File: src/rtl/bcd_pkg.sv
// Constants shared by the binary<->BCD converters.
// Also holds the FSM state encoding.
package bcd_pkg;

    localparam int N_DIG   = 4;
    localparam int W_BIN   = 14;
    localparam int DIG_W   = 4;
    localparam int DIG_MAX = 9;

    typedef enum logic [1:0] {
        ST_IDLE = 2'b00,
        ST_OP   = 2'b01,
        ST_DONE = 2'b10
    } state_t;

endpackage

File: src/rtl/bcd_digit_adj.sv
// Reverse double-dabble digit corrector.
// After a right shift, any digit >= 8 has 3 subtracted from it.
module bcd_digit_adj
    import bcd_pkg::*;
(
    input  logic [DIG_W-1:0] din,
    output logic [DIG_W-1:0] dout
);

    assign dout = (din >= DIG_W'(8)) ? (din - DIG_W'(3)) : din;

endmodule

File: src/rtl/bcd2bin.sv
// Iterative 4-digit BCD to 14-bit binary converter.
// Runs reverse double-dabble and produces one result bit per clock.
module bcd2bin
    import bcd_pkg::*;
(
    input  logic             clk,
    input  logic             reset_n,
    input  logic             start,
    input  logic [DIG_W-1:0] bcd3,
    input  logic [DIG_W-1:0] bcd2,
    input  logic [DIG_W-1:0] bcd1,
    input  logic [DIG_W-1:0] bcd0,
    output logic             ready,
    output logic             done_tick,
    output logic             err,
    output logic [W_BIN-1:0] bin
);

    localparam int BCD_W = N_DIG * DIG_W;
    localparam int SH_W  = BCD_W + W_BIN;
    localparam int CNT_W = $clog2(W_BIN + 1);

    state_t             state;
    logic [BCD_W-1:0]   bcd_reg;
    logic [W_BIN-1:0]   bin_reg;
    logic [CNT_W-1:0]   n_reg;
    logic               err_reg;

    logic [BCD_W-1:0]   bcd_in;
    logic               digits_ok;
    logic [SH_W-1:0]    shifted;
    logic [BCD_W-1:0]   bcd_adj;
    logic [CNT_W-1:0]   n_next;

    assign bcd_in  = {bcd3, bcd2, bcd1, bcd0};
    assign shifted = {bcd_reg, bin_reg} >> 1;
    assign n_next  = n_reg - CNT_W'(1);

    always_comb begin
        digits_ok = 1'b1;
        for (int i = 0; i < N_DIG; i++) begin
            if (bcd_in[i*DIG_W +: DIG_W] > DIG_W'(DIG_MAX))
                digits_ok = 1'b0;
        end
    end

    // Each digit of the shifted BCD field is corrected independently.
    for (genvar g = 0; g < N_DIG; g++) begin : g_adj
        bcd_digit_adj u_adj (
            .din  (shifted[W_BIN + g*DIG_W +: DIG_W]),
            .dout (bcd_adj[g*DIG_W +: DIG_W])
        );
    end

    always_ff @(posedge clk or negedge reset_n) begin
        if (!reset_n) begin
            state   <= ST_IDLE;
            bcd_reg <= '0;
            bin_reg <= '0;
            n_reg   <= '0;
            err_reg <= 1'b0;
        end else begin
            case (state)
                ST_IDLE: begin
                    if (start) begin
                        bin_reg <= '0;
                        if (digits_ok) begin
                            bcd_reg <= bcd_in;
                            n_reg   <= CNT_W'(W_BIN);
                            err_reg <= 1'b0;
                            state   <= ST_OP;
                        end else begin
                            err_reg <= 1'b1;
                            state   <= ST_DONE;
                        end
                    end
                end
                ST_OP: begin
                    bcd_reg <= bcd_adj;
                    bin_reg <= shifted[W_BIN-1:0];
                    n_reg   <= n_next;
                    if (n_next == '0)
                        state <= ST_DONE;
                end
                ST_DONE: state <= ST_IDLE;
                default: state <= ST_IDLE;
            endcase
        end
    end

    assign ready     = (state == ST_IDLE);
    assign done_tick = (state == ST_DONE);
    assign err       = err_reg;
    assign bin       = bin_reg;

endmodule

File: config.mk
export PLATFORM = sky130hd
export DESIGN_NAME = bcd2bin
export DESIGN_NICKNAME = d
export VERILOG_FILES = /design/src/rtl/bcd_pkg.sv /design/src/rtl/bcd_digit_adj.sv /design/src/rtl/bcd2bin.sv
export SDC_FILE = /design/constraint.sdc
export NUM_CORES = 1
export LEC_CHECK = 0
export ABC_AREA = 1
export CORE_MARGIN = 2
export CORE_UTILIZATION = 52
export CTS_BUF_LIST = sky130_fd_sc_hd__clkbuf_4
export DETAILED_ROUTE_END_ITERATION = 8
export GPL_ROUTABILITY_DRIVEN = 0
export PLACE_DENSITY_LB_ADDON = 0.1
export SLEW_MARGIN = 25
export SYNTH_ARGS = -nofsm -noshare
export SYNTH_HDL_FRONTEND = slang
export SYNTH_SLANG_ARGS = --single-unit
export TNS_END_PERCENT = 1
File: constraint.sdc
create_clock -name clk -period 2.6 [get_ports clk]
set_input_delay 0.52 -clock clk [delete_from_list [all_inputs] [get_ports clk]]
set_output_delay 0.52 -clock clk [all_outputs]
set_load 0.02 [all_outputs]
==> summary.txt, run 1 <==
post-route DRC violation count = 0
minimum clock period after layout = 2.20 ns
Worst Clk Skew = 0.0191 ns
Die Y = 66.4 um
hold bufs inserted after CTS = 0
Final setup violation count = 0
vias in the first global route = 1,628
Post-DP HPWL = 2830 um
Die X = 66.4 um
maximum vdd ir drop = 0.645 mV
worst setup path class = reg -> out
status = complete, no violations
Gate Count Post-Synth = 262
DRT antenna net count = 0
Final Max Tran Viols = 0
Synth Flop Type = dfrtp_1
Post-synth EDFFs = 0
number of I/O pins = 36
Clock Latency Late Sink = 0.35 ns
setup tns final = 0 ns
flops & latches, synth = 37
number of cell rows = 22
HP Class = in -> async
largest net degree at the start of global routing = 38
Cell variety after synth = 21
final core utilization = 0.660
Max Clock Freq = 0.454 GHz
Non-Filler Instances = 342
CP arrival = 1.68 ns
dpl cells = 334
synthesized cell area = 0.00202 mm2
post-route cell area = 0.00243 mm2
Max Cap Viol = 0
CP max FO = 5
max reg flops = 16
Starting Density = 0.549
Rel. slew slack = 0.460
# H-tree levels = 2
Synth warnings = 0
GRT Total Usage = 0.223
pwr dens = 1030 mW/mm2
die footprint = 0.00441 mm2
first-pass GRT wire length = 7360 um
Placed Instance Area = 0.00236 mm2
CTS buffer count = 5
DR vias/cell = 5.06
type of origin of the critical path = flop
most common cell after layout, fill and taps aside = nand2_1
final hold violation count = 0
CTS tree = yes
grt total ovfl = 0
Sink Count = 37
fin crit share = 0.847
Fill cells = 336
most frequent cells in the layout = 86 x nand2_1, 37 x dfrtp_1, 34 x clkdlybuf4s50_1
post-DR wirelength/cell = 12.3 um
area delta synth->final = 20.3%
post-CTS sizing = 0
RSZ-0062 raised after global routing = no
vias post-DR = 1,729
Pleak = 0.00120 uW
asr flop ratio synth = 1.00
TritonRoute pass-1 iters = 4
CTS Root Buffer Type = clkbuf_4
Avg Inst Size Synth = 7.73 um2
# nets final = 320
clock transition at the registers of the reported paths = 0.12 ns
Initial DRC Count = 134
CTS Buffer Depth = 2
Syn Nets = 289
setup bufs post-CTS = 0
initial antenna violation count = 0
Tightest Pin Transition = 0.809 ns
share of layout cells above drive strength 1 = 0.0646
CP required = 2.08 ns
register area share after synthesis = 0.457
Placeable Area = 0.00369 mm2
Total Wirelength = 4220 um
Crit. End Element = primary output
Buffers on Ports = 35
ant diodes = 0
[worst max-delay path, stage by stage (launching register included)]
cell and delay, ns:
dfrtp_1 0.43, nor2_1 0.25, clkdlybuf4s50_1 0.67
[stage by stage]
step	hold slack (ns)	power, uW	worst slack [ns]
after floorplan	0.224	1870	1.21
after global placement	0.456	2090	0.419
after detailed placement	0.459	2110	0.398
after CTS	0.265	2520	0.376
after global routing	0.301	2740	0.300
final	0.237	2500	0.399
[report_power, final]
group / switching (uW) / internal [uW]
Combinational: 702 / 438
Clock: 190 / 211
Sequential: 195 / 763
Total: 1090 / 1410
[synthesized netlist by cell type (2+ instances only)]
| library cell | instances | share of area |
|---|---|---|
| nand3_1 | 22 | 0.054 |
| nand3_2 | 2 | 0.0099 |
| nor2_1 | 15 | 0.028 |
| clkbuf_1 | 4 | 0.0074 |
| dfrtp_1 | 37 | 0.46 |
| a21oi_1 | 9 | 0.022 |
| nand2_2 | 3 | 0.0093 |
| o21ai_0 | 10 | 0.025 |
| xnor2_1 | 4 | 0.017 |
| inv_1 | 31 | 0.057 |
| o21ai_1 | 2 | 0.0049 |
| buf_2 | 4 | 0.0099 |
| buf_4 | 5 | 0.019 |
| o22ai_1 | 15 | 0.046 |
| nand2_1 | 86 | 0.16 |
| ha_1 | 8 | 0.049 |
[worst paths after layout]
kind	startpoint	end	slack, ns	cells after the start
setup / recovery	state[0]	ready	0.40	2
hold / removal	reset_n	bcd_reg[1]	0.24	1
setup reg to reg	state[1]	bcd_reg[15]	1.02	6
hold reg to reg	bcd_reg[13]	bcd_reg[13]	0.48	2
max in group asynchronous	reset_n	n_reg[1]	1.83	1
min in group clk	bcd_reg[13]	bcd_reg[13]	0.48	2
[routing by layer]
layer	vias up	share of wire	global-route usage
li1	886	-	-
met1	791	0.48	0.315
met2	47	0.45	0.340
met3	5	0.067	0.0579
met4	0	0.012	0.0612
met5	-	0	0
[final cells by class]
cell class                      instances  area, um2  share of cell area
Sequential cell                        37        926               0.380
Multi-Input combinational cell        178        875               0.359
Timing Repair Buffer                   39        375               0.154
Inverter                               32        120              0.0493
Tap cell                               48       60.1              0.0247
Clock buffer                            6       45.0              0.0185
Clock inverter                          2       33.8              0.0139
[logic make-up (layout without fill, tap and decap cells)]
group | count (synthesis) | in the layout | share of synthesized area
compound gates | 36 | 36 | 0.0983
xor+xnor | 4 | 4 | 0.0173
fa+ha+maj | 8 | 8 | 0.0494
buf+inv | 47 | 79 | 0.111
flops | 37 | 37 | 0.457
simple gates | 130 | 130 | 0.267
Note: power is estimated with default switching activity, not from simulation.
==> run 2, diff against run 1 <==
- clock period: 2.6 -> 2.1 ns (I/O delays scaled with it)
==> run 2 against run 1 <==
  * Non-clock buffer count rose by 4
  * Sequential power grew 23%
  * Largest cell class unchanged
  * Setup slack got worse by 0.30 ns
  * Clock power grew 23%
  * Highest routed layer unchanged
  * Routed wire length grew 0.43%
==> summary.txt, run 2 (synthesized netlist as in run 1, its figures left out) <==
# H-tree levels = 2 (unchanged)
ant diodes = 0 (unchanged)
TritonRoute pass-1 iters = 4 (unchanged)
Max Cap Viol = 0 (unchanged)
CP max FO = 5 (unchanged)
worst setup path class = reg -> out
CP required = 1.68 ns (-0.40 ns)
minimum clock period after layout = 2.00 ns
Pleak = 0.00123 uW (+2.9%)
largest net degree at the start of global routing = 38 (unchanged)
most frequent cells in the layout = 86 x nand2_1, 37 x dfrtp_1, 33 x clkdlybuf4s50_1
final hold violation count = 0 (unchanged)
Crit. End Element = primary output
type of origin of the critical path = flop
slowest stage delay, CP = 0.63 ns (-0.04 ns)
first-pass GRT wire length = 7440 um (+1.1%)
DR vias/cell = 5.06 (+0.16%)
DRT antenna net count = 0 (unchanged)
most common cell after layout, fill and taps aside = nand2_1
CTS tree = yes
number of cell rows = 22 (unchanged)
Placed Instance Area = 0.00241 mm2 (+2.3%)
Die Y = 66.4 um (unchanged)
# nets final = 324 (+1.3%)
CTS buffer count = 5 (unchanged)
Die X = 66.4 um (unchanged)
Sink Count = 37 (unchanged)
number of I/O pins = 36 (unchanged)
RSZ-0062 raised after global routing = no
worst-path cell chain = nor2_1 > clkdlybuf4s50_1
slowest CP cell = clkdlybuf4s50_1
Placeable Area = 0.00369 mm2 (unchanged)
setup tns final = 0 ns (unchanged)
Post-DP HPWL = 2890 um (+2.2%)
GRT Total Usage = 0.223 (+0.000402)
fin crit share = 0.953
status = complete, no violations
setup bufs post-CTS = 0 (unchanged)
initial antenna violation count = 0 (unchanged)
Starting Density = 0.549 (unchanged)
Final Max Tran Viols = 0 (unchanged)
HP Class = in -> async
Non-Filler Instances = 346 (+1.2%)
final core utilization = 0.676 (+0.0156)
max reg flops = 16 (unchanged)
Clock Latency Late Sink = 0.34 ns (about the same)
vias in the first global route = 1,675 (+2.9%)
Tot Pwr = 3180 uW (+27%)
Final setup violation count = 0 (unchanged)
pwr dens = 1270 mW/mm2 (+24%)
CTS Root Buffer Type = clkbuf_4
clock transition at the registers of the reported paths = 0.11 ns (about the same)
maximum vdd ir drop = 0.773 mV (+20%)
area delta synth->final = 23.1%
post-DR wirelength/cell = 12.3 um (-0.73%)
post-route DRC violation count = 0 (unchanged)
hold bufs inserted after CTS = 0 (unchanged)
R2R depth = 7 (+1)
dpl cells = 338 (+1.2%)
reg2reg setup slack = 0.54 ns (-0.48 ns)
grt total ovfl = 0 (unchanged)
Buffers on Ports = 35 (unchanged)
die footprint = 0.00441 mm2 (unchanged)
share of layout cells above drive strength 1 = 0.0772 (+0.0126)
vias post-DR = 1,752 (+1.3%)
Max Clock Freq = 0.500 GHz
CP arrival = 1.58 ns (-0.10 ns)
Initial DRC Count = 155 (+16%)
Tightest Pin Transition = 0.370 ns (-0.439 ns)
post-CTS sizing = 0 (unchanged)
Worst Clk Skew = 0.00577 ns (-0.0133 ns)
CTS Buffer Depth = 2 (unchanged)
Total Wirelength = 4240 um (+0.43%)
Rel. slew slack = 0.753 (+0.293)
post-route cell area = 0.00249 mm2 (+2.4%)
-- run 2: cell types whose count changed in the layout (fill, tap and decap cells not counted) --
cell	previous run	this run
buf_12	0	2
buf_4	4	6
clkdlybuf4s50_1	34	33
dlymetal6s2s_1	0	1
-- run 2: per-stage QoR --
step / setup WS [ns] / hold WS (ns)
2_1_floorplan: 0.713 / 0.124
3_3_place_gp: 0.305 / 0.399
3_5_place_dp: 0.287 / 0.399
4_1_cts: 0.0628 / 0.0192
5_1_grt: 0.0402 / 0.0167
6_report: 0.0996 / 0.0226
-- run 2: routing by layer --
layer | GRT usage | wire, um | vias to the layer above
li1 | - | - | 891
met3 | 0.0647 | 263 | 5
met2 | 0.348 | 1870 | 51
met5 | 0 | 0 | -
met4 | 0.0612 | 51 | 0
met1 | 0.304 | 2050 | 805
-- run 2: where the power goes --
part / switching (uW) / internal (uW)
Sequential: 236 / 945
Combinational: 895 / 607
Clock: 232 / 261
-- run 2: path summary, 6_finish.rpt --
| kind | to | start |
|---|---|---|
| min in group clk | bcd_reg[13] | bcd_reg[13] |
| max in group asynchronous | n_reg[1] | reset_n |
| worst min register to register | bcd_reg[13] | bcd_reg[13] |
| worst max-delay path | done_tick | state[0] |
| worst min-delay path | bcd_reg[1] | reset_n |
| worst max register to register | n_reg[3] | state[1] |
-- run 2: cell type report --
type	instances	area [um2]
Sequential cell	37	926
Timing Repair Buffer	43	433
Clock inverter	2	33.8
Multi-Input combinational cell	178	875
Tap cell	48	60.1
Fill cell	333	1200
Inverter	32	120
Clock buffer	6	45.0
-- run 2: worst max-delay path, delay by kind of cell (launching register included) --
| kind | cells | cell delay [ns] |
|---|---|---|
| flops | 1 | 0.44 |
| buf+inv | 1 | 0.63 |
| simple gates | 1 | 0.18 |
